<file path="src/rtl/bus_timing_pkg.sv">
// ============================================================================
// Module      : bus_timing_pkg
// Description : Shared slot/phase timing constants for the system bus
//               sequencer, address decoder and video fetch logic.
// Revision    : 1.0 - initial release
// ============================================================================
`default_nettype none

package bus_timing_pkg;

    localparam int c_slot_bits_def = 4;
    localparam int c_dec_latency   = 1;
    localparam int c_strobe_start  = 2;

    typedef enum logic {
        SLOT_SPI = 1'b0,
        SLOT_CPU = 1'b1
    } slot_e;

    function automatic int f_strobe_end(input int slot_bits);
        return (1 << slot_bits) - 3;
    endfunction

    function automatic int f_capture(input int slot_bits);
        return (1 << slot_bits) - 4;
    endfunction

    function automatic int f_done(input int slot_bits);
        return (1 << slot_bits) - 1;
    endfunction

endpackage

`default_nettype wire

</file>
<file path="src/rtl/phase_counter.sv">
// ============================================================================
// Module      : phase_counter
// Description : Free-running slot/phase counter with decoded phase strobes.
// Revision    : 1.0 - initial release
// ============================================================================
`default_nettype none

module phase_counter
    import bus_timing_pkg::*;
#(
    parameter int SLOT_BITS = c_slot_bits_def
) (
    input  logic  clk,
    input  logic  reset,
    output slot_e o_slot,
    output slot_e o_nxt_slot,
    output logic  o_nxt_start,
    output logic  o_nxt_strobe,
    output logic  o_nxt_data,
    output logic  o_nxt_done,
    output logic  o_capture
);

    localparam logic [SLOT_BITS-1:0] c_p_start   = '0;
    localparam logic [SLOT_BITS-1:0] c_p_strb_lo = SLOT_BITS'(c_strobe_start);
    localparam logic [SLOT_BITS-1:0] c_p_strb_hi = SLOT_BITS'(f_strobe_end(SLOT_BITS));
    // Data drive brackets the write strobe by one clock on each side.
    localparam logic [SLOT_BITS-1:0] c_p_data_lo = SLOT_BITS'(c_strobe_start - 1);
    localparam logic [SLOT_BITS-1:0] c_p_data_hi = SLOT_BITS'(f_strobe_end(SLOT_BITS) + 1);
    localparam logic [SLOT_BITS-1:0] c_p_cap     = SLOT_BITS'(f_capture(SLOT_BITS));
    localparam logic [SLOT_BITS-1:0] c_p_done    = SLOT_BITS'(f_done(SLOT_BITS));

    logic [SLOT_BITS:0]   r_count;
    logic [SLOT_BITS:0]   w_count_nxt;
    logic [SLOT_BITS-1:0] w_p;
    logic [SLOT_BITS-1:0] w_p_nxt;

    assign w_count_nxt = r_count + (SLOT_BITS+1)'(1);
    assign w_p         = r_count[SLOT_BITS-1:0];
    assign w_p_nxt     = w_count_nxt[SLOT_BITS-1:0];

    always_ff @(posedge clk) begin
        if (reset) begin
            r_count <= '0;
        end else begin
            r_count <= w_count_nxt;
        end
    end

    // Strobes decode the phase being entered so consumers can register on it.
    assign o_slot       = slot_e'(r_count[SLOT_BITS]);
    assign o_nxt_slot   = slot_e'(w_count_nxt[SLOT_BITS]);
    assign o_nxt_start  = (w_p_nxt == c_p_start);
    assign o_nxt_strobe = (w_p_nxt >= c_p_strb_lo) && (w_p_nxt <= c_p_strb_hi);
    assign o_nxt_data   = (w_p_nxt >= c_p_data_lo) && (w_p_nxt <= c_p_data_hi);
    assign o_nxt_done   = (w_p_nxt == c_p_done);
    assign o_capture    = (w_p == c_p_cap);

endmodule

`default_nettype wire

</file>
<file path="src/rtl/bus_sequencer.sv">
// ============================================================================
// Module      : bus_sequencer
// Description : Time-multiplexes the system bus between the SPI bridge and
//               the 6502, generates phi2 and times the SRAM strobes.
// Revision    : 1.0 - initial release
// ============================================================================
`default_nettype none

module bus_sequencer
    import bus_timing_pkg::*;
#(
    parameter int SLOT_BITS = c_slot_bits_def
) (
    input  logic        clk,
    input  logic        reset,
    input  logic [16:0] spi_addr,
    input  logic [7:0]  spi_wr_data,
    input  logic        spi_rw_b,
    input  logic        spi_valid,
    output logic        spi_ready,
    output logic        spi_done,
    output logic [7:0]  spi_rd_data,
    input  logic [15:0] cpu_addr,
    input  logic        cpu_rw_b,
    output logic        clk_cpu,
    output logic [16:0] bus_addr,
    output logic        bus_rw_b,
    output logic        spi_data_oe,
    input  logic        ram_enable,
    input  logic        write_enable,
    input  logic [7:0]  ram_data_in,
    output logic        ram_oe_b,
    output logic        ram_we_b
);

    slot_e       w_slot;
    slot_e       w_nxt_slot;
    logic        w_nxt_start;
    logic        w_nxt_strobe;
    logic        w_nxt_data;
    logic        w_nxt_done;
    logic        w_capture;

    logic        r_clk_cpu;
    logic [16:0] r_bus_addr;
    logic        r_bus_rw_b;
    logic        r_oe_b;
    logic        r_we_b;
    logic        r_data_oe;
    logic        r_pending;
    logic        r_spi_done;
    logic [7:0]  r_rd_data;
    logic        r_active;
    logic [16:0] r_req_addr;
    logic        r_req_rw_b;

    logic        w_accept;
    logic        w_req_now;
    logic [16:0] w_req_addr;
    logic        w_req_rw_b;
    logic        w_nxt_spi;
    logic        w_cur_spi;
    logic        w_unused;

    phase_counter #(
        .SLOT_BITS (SLOT_BITS)
    ) u_phase_counter (
        .clk          (clk),
        .reset        (reset),
        .o_slot       (w_slot),
        .o_nxt_slot   (w_nxt_slot),
        .o_nxt_start  (w_nxt_start),
        .o_nxt_strobe (w_nxt_strobe),
        .o_nxt_data   (w_nxt_data),
        .o_nxt_done   (w_nxt_done),
        .o_capture    (w_capture)
    );

    // Write data goes straight to the external data-bus mux, gated by spi_data_oe.
    assign w_unused   = ^spi_wr_data;

    assign w_accept   = spi_valid & ~r_pending;
    // A request accepted on the clock that enters an SPI slot still makes that slot.
    assign w_req_now  = r_pending | w_accept;
    assign w_req_addr = r_pending ? r_req_addr : spi_addr;
    assign w_req_rw_b = r_pending ? r_req_rw_b : spi_rw_b;
    assign w_nxt_spi  = (w_nxt_slot == SLOT_SPI);
    assign w_cur_spi  = (w_slot == SLOT_SPI);

    always_ff @(posedge clk) begin
        if (reset) begin
            r_clk_cpu  <= 1'b0;
            r_bus_addr <= '0;
            r_bus_rw_b <= 1'b1;
            r_oe_b     <= 1'b1;
            r_we_b     <= 1'b1;
            r_data_oe  <= 1'b0;
            r_pending  <= 1'b0;
            r_spi_done <= 1'b0;
            r_rd_data  <= '0;
            r_active   <= 1'b0;
            r_req_addr <= '0;
            r_req_rw_b <= 1'b1;
        end else begin
            r_clk_cpu <= (w_nxt_slot == SLOT_CPU);

            if (r_spi_done) begin
                r_pending <= 1'b0;
            end else if (w_accept) begin
                r_pending  <= 1'b1;
                r_req_addr <= spi_addr;
                r_req_rw_b <= spi_rw_b;
            end

            if (w_nxt_start) begin
                if (!w_nxt_spi) begin
                    r_bus_addr <= {1'b0, cpu_addr};
                    r_bus_rw_b <= cpu_rw_b;
                    r_active   <= 1'b1;
                end else if (w_req_now) begin
                    r_bus_addr <= w_req_addr;
                    r_bus_rw_b <= w_req_rw_b;
                    r_active   <= 1'b1;
                end else begin
                    r_active   <= 1'b0;
                end
            end

            // Decoder outputs reflect bus_addr one clock late; the window starts after that.
            r_oe_b     <= ~(w_nxt_strobe & r_active & ram_enable & r_bus_rw_b);
            r_we_b     <= ~(w_nxt_strobe & r_active & ram_enable & write_enable & ~r_bus_rw_b);
            r_data_oe  <= w_nxt_data & r_active & w_nxt_spi & ~r_bus_rw_b;
            r_spi_done <= w_nxt_done & r_active & w_nxt_spi;

            if (w_capture && r_active && w_cur_spi && r_bus_rw_b) begin
                r_rd_data <= ram_data_in;
            end
        end
    end

    assign clk_cpu     = r_clk_cpu;
    assign bus_addr    = r_bus_addr;
    assign bus_rw_b    = r_bus_rw_b;
    assign ram_oe_b    = r_oe_b;
    assign ram_we_b    = r_we_b;
    assign spi_data_oe = r_data_oe;
    assign spi_ready   = ~r_pending;
    assign spi_done    = r_spi_done;
    assign spi_rd_data = r_rd_data;

endmodule

`default_nettype wire

</file>
<file path="config.mk">
export PLATFORM = sky130hd
export DESIGN_NAME = bus_sequencer
export DESIGN_NICKNAME = d
export VERILOG_FILES = /design/src/rtl/bus_timing_pkg.sv /design/src/rtl/phase_counter.sv /design/src/rtl/bus_sequencer.sv
export SDC_FILE = /design/constraint.sdc
export NUM_CORES = 1
export LEC_CHECK = 0
export ABC_CLOCK_PERIOD_IN_PS = 2050
export CORE_MARGIN = 2
export CORE_UTILIZATION = 45
export CTS_CLUSTER_SIZE = 40
export DETAILED_ROUTE_END_ITERATION = 8
export GPL_TIMING_DRIVEN = 0
export PLACE_DENSITY = 0.8
export SKIP_CTS_REPAIR_TIMING = 1
export SYNTH_ARGS = -nofsm -noshare
export SYNTH_HDL_FRONTEND = slang
export SYNTH_SLANG_ARGS = --single-unit
</file>
<file path="constraint.sdc">
create_clock -name clk -period 2.05 [get_ports clk]
set_input_delay 0.205 -clock clk [delete_from_list [all_inputs] [get_ports clk]]
set_output_delay 0.205 -clock clk [all_outputs]
set_load 0.05 [all_outputs]
</file>
==> results.ini <==
[global_routing]
antenna_found_initial = 0
grt_overflow = 0
grt_pass1_wl_um = 9650
grtUsageMet2_pct = 33.0
use_met1_pct = 25.6
grtUsageTotal_pct = 19.4
grt_max_degree = 16
grt_pass1_vias = 2071
grt_util_met3_pct = 3.75
busiest_layer = met2

[synthesis]
ys.flop_type = dfxtp_1
async_flop_share_pct = 0
synth_compound_area_share_pct = 18.2
synth_area_leaders = dfxtp_1, nand2_1, mux2i_1
synth.cell_area_sq_um = 2530
synth_seq_cells = 55
yosys.area.top_type = dfxtp_1
synth_edf_count = 0
synth_nets = 345
synthCells = 284
synth.most_common_cell = nand2_1
synth-simple-area-share_pct = 18.6
muxShareOfSynthArea_pct = 10.3
synth.distinct_cells = 39
synth_top_area_share_pct = 43.5
synthAdderAreaFrac_pct = 2.47
synthXorXnorAreaFrac_pct = 1.68
yosysWarnings = 0
yosys-top-cells-count = nand2_1, dfxtp_1, a21oi_1
synth_top_family_by_area = simple AND/OR/NAND/NOR gates
synth-seq-area-share_pct = 43.5
syn_area_per_cell_sq_um = 8.92

[worst_setup_path]
cp_max_fo = 10
critPathKind = flop to flop
crit_path_top_delay_cell = dfxtp_1
crit_path_end_kind = flop
cp-start-kind = flop
cp.required_ps = 2220
crit_path_cell_trace = ha_2 -> nand3_2 -> xor2_2 -> buf_6 -> buf_2 -> nand2_1 -> o211ai_2 -> a21oi_2
cp.arrival_ps = 2040
cp_slowest_stage_delay_ps = 450

[clock_tree]
clock_latency_ps = 300
htreeDepth = 2
clock_path_buffers = 2
cts.clk_slew.worst_paths_ps = 90
cts_tree = built
cts_root_buf = clkbuf_8
cts-buffers-inserted = 5
cts_sinks = 55

[detailed_routing]
routed-via-count = 2201
via_per_inst = 4.99
first_pass_iters = 4
antenna_left = 0
drtIter0Drc = 71
drc = 0
wl_per_cell_um = 13.2
wl_um = 5830

[sta]
slew-limit-headroom_pct = 55.8
tns_ps = 0
slew_violations = 0
timing.final.crit_period_ps = 1870
max_freq_ghz = 0.535
fin_worst_skew_ps = 8.88
fin_ws_ps = 180
setup_violations = 0
post-route-period-util_pct = 91.2
rsz0062_at_grt = false
finalHoldViolCount = 0
worstMarginPinSlew_ps = 662

[pwr]
power_density_nw_per_um2 = 572
p_leak_uw = 0.00129
combPwrFrac_pct = 14.3
clkPwrFrac_pct = 29.9
p_int_uw = 1510
netSwitchingFraction_pct = 24.5
pwr-share-seq_pct = 55.7
netSwitchingPower_uw = 490
ir_worst_vdd_mv = 0.361

[cells_and_area]
multi_input_area_sq_um = 1300
seqCellArea_sq_um = 1100
final_cell_count_no_fill = 441
syn2layout_area_growth_pct = 38.0
layout-drive-gt1-share_pct = 13.0
fin_nets = 430
nFillCells = 480
diodes = 0
stdcell_area_sq_um = 3500

[floorplan]
dieArea_sq_um = 6250
io_pins = 88
die_x_um = 79.0
start_util_pct = 46.3
fp.coreArea_sq_um = 5470
fp.dieH_um = 79.0
rows = 27

[placement]
dp_hpwl_um = 4420
port-buffer-count = 78
gp_congestion = 0.862
dp_cells = 434
placed_area_sq_um = 3400
post-place-ws_ps = 96.0

[status]
outcome = finished clean

[worst_hold_path]
hp-class = input pin to flop

[run]
max-cap-violations = 0

==> state kept, by name, summed over array words and instances, names as in the netlist <==
| signal | count |
|---|---|
| bus_addr | 17 |
| bus_rw_b | 1 |
| r_active | 1 |
| r_pending | 1 |
| r_req_addr | 17 |
| r_req_rw_b | 1 |
| ram_oe_b | 1 |
| ram_we_b | 1 |
| spi_data_oe | 1 |
| spi_done | 1 |
| spi_rd_data | 8 |
| u_phase_counter.r_count | 5 |
==> metal layers <==
| layer | share of wire, % | wire length, um | vias to the layer above |
|---|---|---|---|
| met5 | 0 | 0 | - |
| met4 | 0.91 | 53 | 0 |
| met1 | 45 | 2620 | 1003 |
| met2 | 49 | 2840 | 59 |
| li1 | - | - | 1135 |
| met3 | 5.4 | 313 | 4 |
==> cell type report <==
type | instances | area share [%]
clock buffers | 6 | 2.36
clock inverters | 1 | 0.143
repair buffers | 78 | 22.3
well taps | 72 | 2.58
plain buffers | 21 | 3.29
flip-flops and latches | 55 | 31.5
multi-input cells | 203 | 37.2
inverters | 5 | 0.537
==> critical path: cells and delay by family, from the launching register on <==
kind                     cells  cell delay, ps
flip-flops                   1             450
buffers and inverters        2             400
adder cells (fa/ha/maj)      1             290
XOR/XNOR                     1             250
AND/OR/NAND/NOR              2             200
AO/OA/AOI/OAI                2             140
==> path summary, 6_finish.rpt <==
path                            cells after the start                       start  slack (ps)                         end
worst max register to register                      8  u_phase_counter.r_count[1]         180                 bus_addr[7]
worst min register to register                      2               r_req_addr[1]         460               r_req_addr[1]
worst max-delay path                                8  u_phase_counter.r_count[1]         180                 bus_addr[7]
worst min-delay path                                2                       reset         240  u_phase_counter.r_count[1]
==> through the flow <==
stage          hold slack [ps]  total power, uW  utilization, %
2_1_floorplan              329             1280               -
3_3_place_gp               439             1420            62.2
3_5_place_dp               448             1420            62.2
4_1_cts                    226             2010            63.8
5_1_grt                    251             2090            63.9
6_report                   239             2000            63.9
==> placed cells by master (no fill, tap or decap), types with 3 or more instances in the layout <==
cell type | netlist | layout
buf_6 | 3 | 3
clkbuf_8 | 0 | 6
o211ai_1 | 7 | 7
clkbuf_1 | 9 | 9
a21oi_2 | 10 | 10
nand3_1 | 3 | 3
o211ai_2 | 9 | 9
nor2_1 | 14 | 14
buf_2 | 8 | 8
mux2i_1 | 25 | 25
nand3_2 | 3 | 3
dfxtp_1 | 55 | 54
inv_1 | 5 | 5
a21oi_1 | 26 | 26
nand2_1 | 73 | 73
clkdlybuf4s50_1 | 0 | 78
ha_1 | 5 | 4
==> kinds of logic (layout without fill, tap and decap cells) <==
group / after synthesis / after routing
simple gates: 108 / 108
compound gates: 60 / 60
flops: 55 / 55
mux: 26 / 26
buf+inv: 26 / 111
fa+ha+maj: 5 / 5
xor+xnor: 4 / 4
==> power by group through the flow <==
stage | clock, uW | combinational, uW | sequential (uW)
final | 598 | 287 | 1110
after floorplan | 0 | 148 | 1140
after global placement | 0 | 282 | 1140
after global routing | 654 | 318 | 1120
after CTS | 614 | 288 | 1110
after detailed placement | 0 | 286 | 1140
Power figures use the tool's default switching activity.
